$ cat config.mk
export PLATFORM = sky130hd
export DESIGN_NAME = branch_predictor
export DESIGN_NICKNAME = d
export VERILOG_FILES = /design/src/rtl/branch_predictor.sv
export SDC_FILE = /design/constraint.sdc
export NUM_CORES = 1
export LEC_CHECK = 0
export ABC_AREA = 1
export CORE_ASPECT_RATIO = 1.75
export CORE_MARGIN = 4
export CORE_UTILIZATION = 40
export DETAILED_ROUTE_END_ITERATION = 6
export PLACE_DENSITY = 0.69
export SYNTH_ARGS = -nofsm -noshare
export SYNTH_HDL_FRONTEND = slang
export SYNTH_SLANG_ARGS = --single-unit
$ cat constraint.sdc
create_clock -name clk_i -period 5.2 [get_ports clk_i]
set_input_delay 1.04 -clock clk_i [delete_from_list [all_inputs] [get_ports clk_i]]
set_output_delay 1.04 -clock clk_i [all_outputs]
set_load 0.01 [all_outputs]
$ cat src/rtl/branch_predictor.sv
// Direct-mapped branch history table plus branch target buffer.
// The IF stage gets a zero-latency prediction from the registered table.
// The ID stage reports resolved branches; the block trains the table,
// raises a flush request on mispredict and keeps saturating statistics.
module branch_predictor #(
  parameter int XLEN    = 32,
  parameter int ENTRIES = 16,
  parameter int TAG_W   = 8,
  parameter int CTR_W   = 2
) (
  input  logic            clk_i,
  input  logic            rst_i,
  input  logic [XLEN-1:0] pc_i,
  output logic            pred_hit_o,
  output logic            pred_taken_o,
  output logic [XLEN-1:0] pred_target_o,
  input  logic            upd_valid_i,
  input  logic [XLEN-1:0] upd_pc_i,
  input  logic            upd_taken_i,
  input  logic [XLEN-1:0] upd_target_i,
  input  logic            upd_pred_taken_i,
  input  logic [XLEN-1:0] upd_pred_target_i,
  output logic            mispredict_o,
  output logic [31:0]     br_cnt_o,
  output logic [31:0]     mis_cnt_o
);

  localparam int IDX_W = $clog2(ENTRIES);
  localparam logic [CTR_W-1:0] CTR_WNT = CTR_W'((2 ** (CTR_W - 1)) - 1);
  localparam logic [CTR_W-1:0] CTR_WT  = CTR_W'(2 ** (CTR_W - 1));
  localparam logic [CTR_W-1:0] CTR_MAX = '1;

  // Saturating 2-bit-style direction counter step.
  function automatic logic [CTR_W-1:0] ctr_step(input logic [CTR_W-1:0] c,
                                                input logic t);
    if (t) return (c == CTR_MAX) ? c : c + CTR_W'(1);
    return (c == '0) ? c : c - CTR_W'(1);
  endfunction

  // Statistics counter increment that sticks at all-ones instead of wrapping.
  function automatic logic [31:0] cnt_sat_inc(input logic [31:0] c);
    return (c == 32'hFFFF_FFFF) ? c : c + 32'd1;
  endfunction

  logic             valid_q [ENTRIES];
  logic [CTR_W-1:0] ctr_q   [ENTRIES];
  logic [TAG_W-1:0] tag_q   [ENTRIES];
  logic [XLEN-1:0]  tgt_q   [ENTRIES];
  logic [31:0]      br_cnt_q;
  logic [31:0]      mis_cnt_q;

  logic [IDX_W-1:0] lk_idx;
  logic [TAG_W-1:0] lk_tag;
  logic [IDX_W-1:0] up_idx;
  logic [TAG_W-1:0] up_tag;
  logic             up_hit;
  logic             unused_upd_pc;

  assign lk_idx = pc_i[IDX_W+1:2];
  assign lk_tag = pc_i[IDX_W+TAG_W+1:IDX_W+2];
  assign up_idx = upd_pc_i[IDX_W+1:2];
  assign up_tag = upd_pc_i[IDX_W+TAG_W+1:IDX_W+2];
  assign unused_upd_pc = ^{upd_pc_i[XLEN-1:IDX_W+TAG_W+2], upd_pc_i[1:0]};

  // IF-stage lookup: reads registered state only, so a same-cycle update
  // is not forwarded and becomes visible on the following cycle.
  assign pred_hit_o    = valid_q[lk_idx] && (tag_q[lk_idx] == lk_tag);
  assign pred_taken_o  = pred_hit_o && ctr_q[lk_idx][CTR_W-1];
  assign pred_target_o = pred_taken_o ? tgt_q[lk_idx] : pc_i + XLEN'(4);

  // ID-stage resolution: flush on wrong direction or wrong taken target.
  assign up_hit       = valid_q[up_idx] && (tag_q[up_idx] == up_tag);
  assign mispredict_o = upd_valid_i &&
                        ((upd_taken_i != upd_pred_taken_i) ||
                         (upd_taken_i && upd_pred_taken_i &&
                          (upd_target_i != upd_pred_target_i)));

  // Entry control state: valid bits and direction counters, cleared by reset.
  always_ff @(posedge clk_i) begin
    if (rst_i) begin
      for (int i = 0; i < ENTRIES; i++) begin
        valid_q[i] <= 1'b0;
        ctr_q[i]   <= CTR_WNT;
      end
    end else if (upd_valid_i) begin
      if (up_hit) begin
        ctr_q[up_idx] <= ctr_step(ctr_q[up_idx], upd_taken_i);
      end else if (upd_taken_i) begin
        valid_q[up_idx] <= 1'b1;
        ctr_q[up_idx]   <= CTR_WT;
      end
    end
  end

  // Entry payload: any taken resolution rewrites tag and target (on a hit
  // the tag is unchanged, on a miss this is the allocation).
  always_ff @(posedge clk_i) begin
    if (!rst_i && upd_valid_i && upd_taken_i) begin
      tag_q[up_idx] <= up_tag;
      tgt_q[up_idx] <= upd_target_i;
    end
  end

  // Resolved-branch and mispredict statistics, saturating.
  always_ff @(posedge clk_i) begin
    if (rst_i) begin
      br_cnt_q  <= '0;
      mis_cnt_q <= '0;
    end else if (upd_valid_i) begin
      br_cnt_q <= cnt_sat_inc(br_cnt_q);
      if (mispredict_o) mis_cnt_q <= cnt_sat_inc(mis_cnt_q);
    end
  end

  assign br_cnt_o  = br_cnt_q;
  assign mis_cnt_o = mis_cnt_q;

endmodule

# Yosys cells after proc, flatten, opt, wreduce, memory -nomap -nowiden
# Memories as Yosys holds them, arrays and structs flattened.
# Index checks and enable logic that the tools add are counted.
# totals
regBits	64
ram_bits	688
input_bits	133
out_inout_bits	99
wordCells	67
memories	4
# memory_table
name	depth	word_bits	read_ports	rd_ports_with_merged_regs	wr	line_no	source
tgt_q	16	32	1	0	1	48	logic [XLEN-1:0] tgt_q [ENTRIES];
tag_q	16	8	2	0	1	47	logic [TAG_W-1:0] tag_q [ENTRIES];
ctr_q	16	2	2	0	16	46	logic [CTR_W-1:0] ctr_q [ENTRIES];
valid_q	16	1	2	0	16	45	logic valid_q [ENTRIES];
# classes
add_sub_neg	5
n_eq_ne	7
n_mux	31
n_bitwise	3
n_reduce_logical	15
# op_table
operator	n
$add A32 B1 Y32 const B	2
$eq A32 B32 Y1 const B	2
$add A32 B3 Y32 const B	1
$mux W32	1
$ne A32 B32 Y1	1
$mux W1	19
$mux W2	9
$eq A8 B8 Y1	2
$logic_and A1 B1 Y1	8
$mux W4	2
$reduce_and A3 Y1	1
$add A2 B1 Y2 const B	1
$eq A2 B2 Y1 const B	1
$logic_not A2 Y1	1
$not A1 Y1	2
$reduce_and A2 Y1	1
$reduce_or A2 Y1	1
$sub A2 B1 Y2 const B	1
$logic_not A1 Y1	1
$logic_or A1 B1 Y1	1
$ne A1 B1 Y1	1
$or A1 B1 Y1	1
$reduce_or A1 Y1	1

# Depth between registers and ports, before layout
# An unclocked memory read counts as a cell.
# logic_depth
word_depth	12
mapped_depth	20
mapped_depth_nobuf	17

# Worst setup path after synthesis
# No wires, ideal clock.
# synth_timing
kind	input to register
from	input rst_i
to	memory tag_q[0][0] (enable)
setup_ns	0.438
arrival_ns	4.087
t_required_ns	4.762
slack_ns	0.675
cell_stages	7
path_cell_list	clkbuf_1 -> nor2_1 -> inv_1 -> nor2_1 -> inv_1 -> clkbuf_1 -> nor2_1
# synth_via
elab_chain_cells	5
# synth_rtl
item	line_no	source
start: declaration	12	input logic rst_i,
$logic_not A1 Y1	98	if (!rst_i && upd_valid_i && upd_taken_i) begin
$logic_and A1 B1 Y1 (2 in a row)	98	
$mux W1	98	
$mux W1 (not written as such)	99	tag_q[up_idx] <= up_tag;
end: declaration	47	
# No other way between the ends.

# Worst setup path after layout
# layout_timing
from	input pc_i[3]
to	output pred_target_o[13]
# layout_via
elab_chain_cells	5
word_cells_on_any_way	9
cone_classes	add/sub (1); eq/ne (1); mux (1); reduce/logical (2); memory (4)
# layout_rtl
item	line_no	source
start: declaration	13	input logic [XLEN-1:0] pc_i,
$mem_v2 Z16 W8	-	
$eq A8 B8 Y1	67	assign pred_hit_o = valid_q[lk_idx] && (tag_q[lk_idx] == lk_tag);
$logic_and A1 B1 Y1	67	
$logic_and A1 B1 Y1	68	assign pred_taken_o = pred_hit_o && ctr_q[lk_idx][CTR_W-1];
$mux W32 *	69	assign pred_target_o = pred_taken_o ? tgt_q[lk_idx] : pc_i + XLEN'(4);
end: declaration	16	output logic [XLEN-1:0] pred_target_o,
# Every way passes the cells marked *; elsewhere a longest branch is shown, timed or not.

==> flow_summary_export.csv <==
group,metric,value,unit
final_layout,n_fill_cell,7516,
pwr,p_int,9.54,mW
floorplanning,start_util,40.4,%
pwr,seqPwrFrac,53.2,%
pwr,p_sw_share,23.5,%
status,violations,"DRC",
routing,initialDrtViolationCount,2812,
global_routing,grt_overflow,0,
final_layout,drive_above_1_share,8.16,%
cts,cts_buffers,61,
routing,drt-total-wl,102000,um
worst_setup_path,cp_common_cell,"buf_4",
placed_design,dp.final_hpwl,62600,um
worst_setup_path,worstRegToRegCells,11,
cts,postCtsHoldBufs,0,
synth,synth_seq_cells,752,
sta,max_freq,202,MHz
routing,via_per_inst,5.60,
global_routing,grtUsageMet2,38.1,%
routing,ant_nets,0,
final_layout,layout_common_cells,"702 x nand2_1, 672 x edfxtp_1, 454 x nor2_1",
sta,finalCritPeriodShare,95.3,%
sta,period_needed,4.96,ns
worst_setup_path,critical-path-max-stage-delay,0.57,ns
cts,cts_tree,"built",
sta,rsz0062_at_grt,"no",
synth,async_reset_ff_share,0,%
sta,tightest_slew,1.03,ns
synth,yosysSeqAreaShare,63.9,%
global_routing,busiest_layer,"met2",
cts,cts_buffer_depth,3,
placed_design,gp_congestion,0.919,
global_routing,grt_max_degree,139,
pwr,peakVddDrop,0.288,mV
pwr,power_density,311,nW/um^2
global_routing,antenna_found_initial,0,
worst_setup_path,worstPathCellList,"buf_4 > inv_4 > buf_4 > a21oi_1 > a221o_1 > a31oi_4 > buf_12 > buf_4 > nand4_1 > nand2_1 > clkdlybuf4s50_1",
synth,post_synth_num_cell_types,53,
global_routing,use_met3,3.23,%
global_routing,track_usage,21.6,%
final_layout,area_growth,17.6,%
run,drv_cap,0,
floorplanning,pin_count,232,
min_path,min_path_cells,2,
cts,cts_root_buf,"clkbuf_16",
floorplanning,core_area,84500,um^2
worst_setup_path,critPathKind,"input port to primary output",
floorplanning,dieArea,90200,um^2
global_routing,use_met1,25.7,%
final_layout,finish.instance_area,40100,um^2
floorplanning,row_count,141,
synth,synth_top_flop_cell,"edfxtp_1",
placed_design,io_buffers,211,
sta,relSlewSlack,31.4,%
worst_setup_path,crit_arrival,3.92,ns
worst_setup_path,worstPathMaxFanout,38,
sta,drv_slew,0,
worst_setup_path,crit_required,4.16,ns
synth,synth_edf_count,672,
final_layout,nets,3693,
placed_design,place_area,38000,um^2
synth,syn_avg_cell_area,10.2,um^2
final_layout,n_antenna_cell,0,
routing,wire_per_inst,21.7,um
global_routing,grt_pass1_wl,151000,um
floorplanning,die_y,394,um
pwr,p_leak,13.9,nW
floorplanning,die_w,229,um
sta,hold_viol,0,
sta,final-setup-viol-count,0,
final_layout,final_common_cell,"nand2_1",
synth,synth_area,34100,um^2
cts,clk_latency,0.64,ns
pwr,power.share.combinational,9.3,%
routing,vias,26170,
sta,whs,0.475,ns
routing,firstDrtPassIters,7,
worst_setup_path,end_kind,"primary output",
pwr,p_switching,2.92,mW
routing,drc,1,
cts,path_clk_slew,0.07,ns
synth,syn_inst,3345,
sta,skew,0.0181,ns
min_path,hold_path_class,"flip-flop to flip-flop",
cts,htree_levels,2,
pwr,clkPwrFrac,37.5,%
cts,numClockSinks,752,
status,outcome,"complete, but fails checks",
worst_setup_path,crit_slowest_cell,"clkdlybuf4s50_1",
synth,yosysWarnings,0,
synth,syn_nets,3482,
worst_setup_path,worstSetupStartpointType,"input port",
global_routing,grt_pass1_vias,25377,
==> per-stage QoR <==
| stage | worst slack (ns) | TNS (ns) | total power [mW] | instances | utilization, % |
|---|---|---|---|---|---|
| 2_1_floorplan | 0.675 | 0 | 7.36 | 3345 | - |
| 3_3_place_gp | 0.0192 | 0 | 7.89 | 4562 | 45.0 |
| 3_5_place_dp | -0.0331 | -0.0665 | 7.90 | 4562 | 45.0 |
| 4_1_cts | 0.0130 | 0 | 12.5 | 4676 | 47.4 |
| 5_1_grt | 0.104 | 0 | 12.8 | 4677 | 47.5 |
| 6_report | 0.244 | 0 | 12.5 | 4677 | 47.5 |
==> sequential cells by signal (all words and copies together), names as in the netlist <==
register,count
tgt_q,512
tag_q,128
br_cnt_o,32
ctr_q,32
mis_cnt_o,32
valid_q,16
==> path summary, 6_finish.rpt <==
kind                      from                 to  slack (ns)
hold reg to reg    br_cnt_o[4]        br_cnt_o[4]        0.47
setup reg to reg  mis_cnt_o[0]      mis_cnt_o[25]        2.61
setup / recovery       pc_i[3]  pred_target_o[13]        0.24
hold / removal     br_cnt_o[4]        br_cnt_o[4]        0.47
==> cells by family (layout without fill, tap and decap cells) <==
| kind of cell | Yosys count | count (layout) | synth area share [%] |
|---|---|---|---|
| simple gates | 1451 | 1451 | 17.7 |
| flops | 752 | 752 | 63.9 |
| compound gates | 693 | 693 | 11.6 |
| buf+inv | 364 | 624 | 4.58 |
| xor+xnor | 81 | 81 | 2.08 |
| fa+ha+maj | 4 | 4 | 0.147 |
==> worst max-delay path, delay by kind of cell <==
family	cells	cell delay, ns
buffers and inverters	6	1.84
AO/OA/AOI/OAI	3	0.74
AND/OR/NAND/NOR	2	0.27
==> Yosys cell counts, types with 38 or more instances <==
library cell / count / area, um^2
nand2_1: 702 / 2640
clkbuf_1: 114 / 428
a21oi_1: 101 / 505
o22ai_1: 88 / 551
buf_2: 38 / 190
o21ai_0: 379 / 1900
o221ai_1: 52 / 455
inv_1: 166 / 623
nor2_1: 471 / 1770
nand3_1: 146 / 731
xor2_1: 45 / 394
dfxtp_1: 80 / 1600
edfxtp_1: 672 / 20200
==> layer usage <==
| metal | vias to the layer above | part of all wire (%) | wire (um) |
|---|---|---|---|
| met5 | - | 0 | 0 |
| met2 | 1223 | 50 | 50700 |
| li1 | 12147 | - | - |
| met3 | 262 | 7.4 | 7560 |
| met1 | 12538 | 37 | 37600 |
| met4 | 0 | 5.6 | 5690 |
==> power groups by stage <==
stage / Sequential [mW] / Combinational (mW) / Clock, mW
detailed placement: 6.76 / 1.14 / 0
global placement: 6.76 / 1.13 / 0
floorplan: 6.76 / 0.594 / 0
CTS: 6.63 / 1.15 / 4.71
finish: 6.63 / 1.16 / 4.67
global route: 6.63 / 1.25 / 4.95
==> timing repair <==
action / CTS / global route
buffers inserted: 2 / 1
pin swaps: 1 / 1
gates resized for setup: 0 / 4
hold endpoints to repair: 0 / 0
endpoints found under the setup margin: 8 / 31
==> final cells by class <==
type	count	area [um^2]	area share (%)
clock buffers	78	1680	4.18
clock inverters	34	337	0.839
inverters	174	668	1.67
multi-input cells	2229	10900	27.2
flip-flops and latches	752	21800	54.3
well taps	1072	1340	3.34
repair buffers	338	3410	8.50
Note: power is estimated with default switching activity, not from simulation.
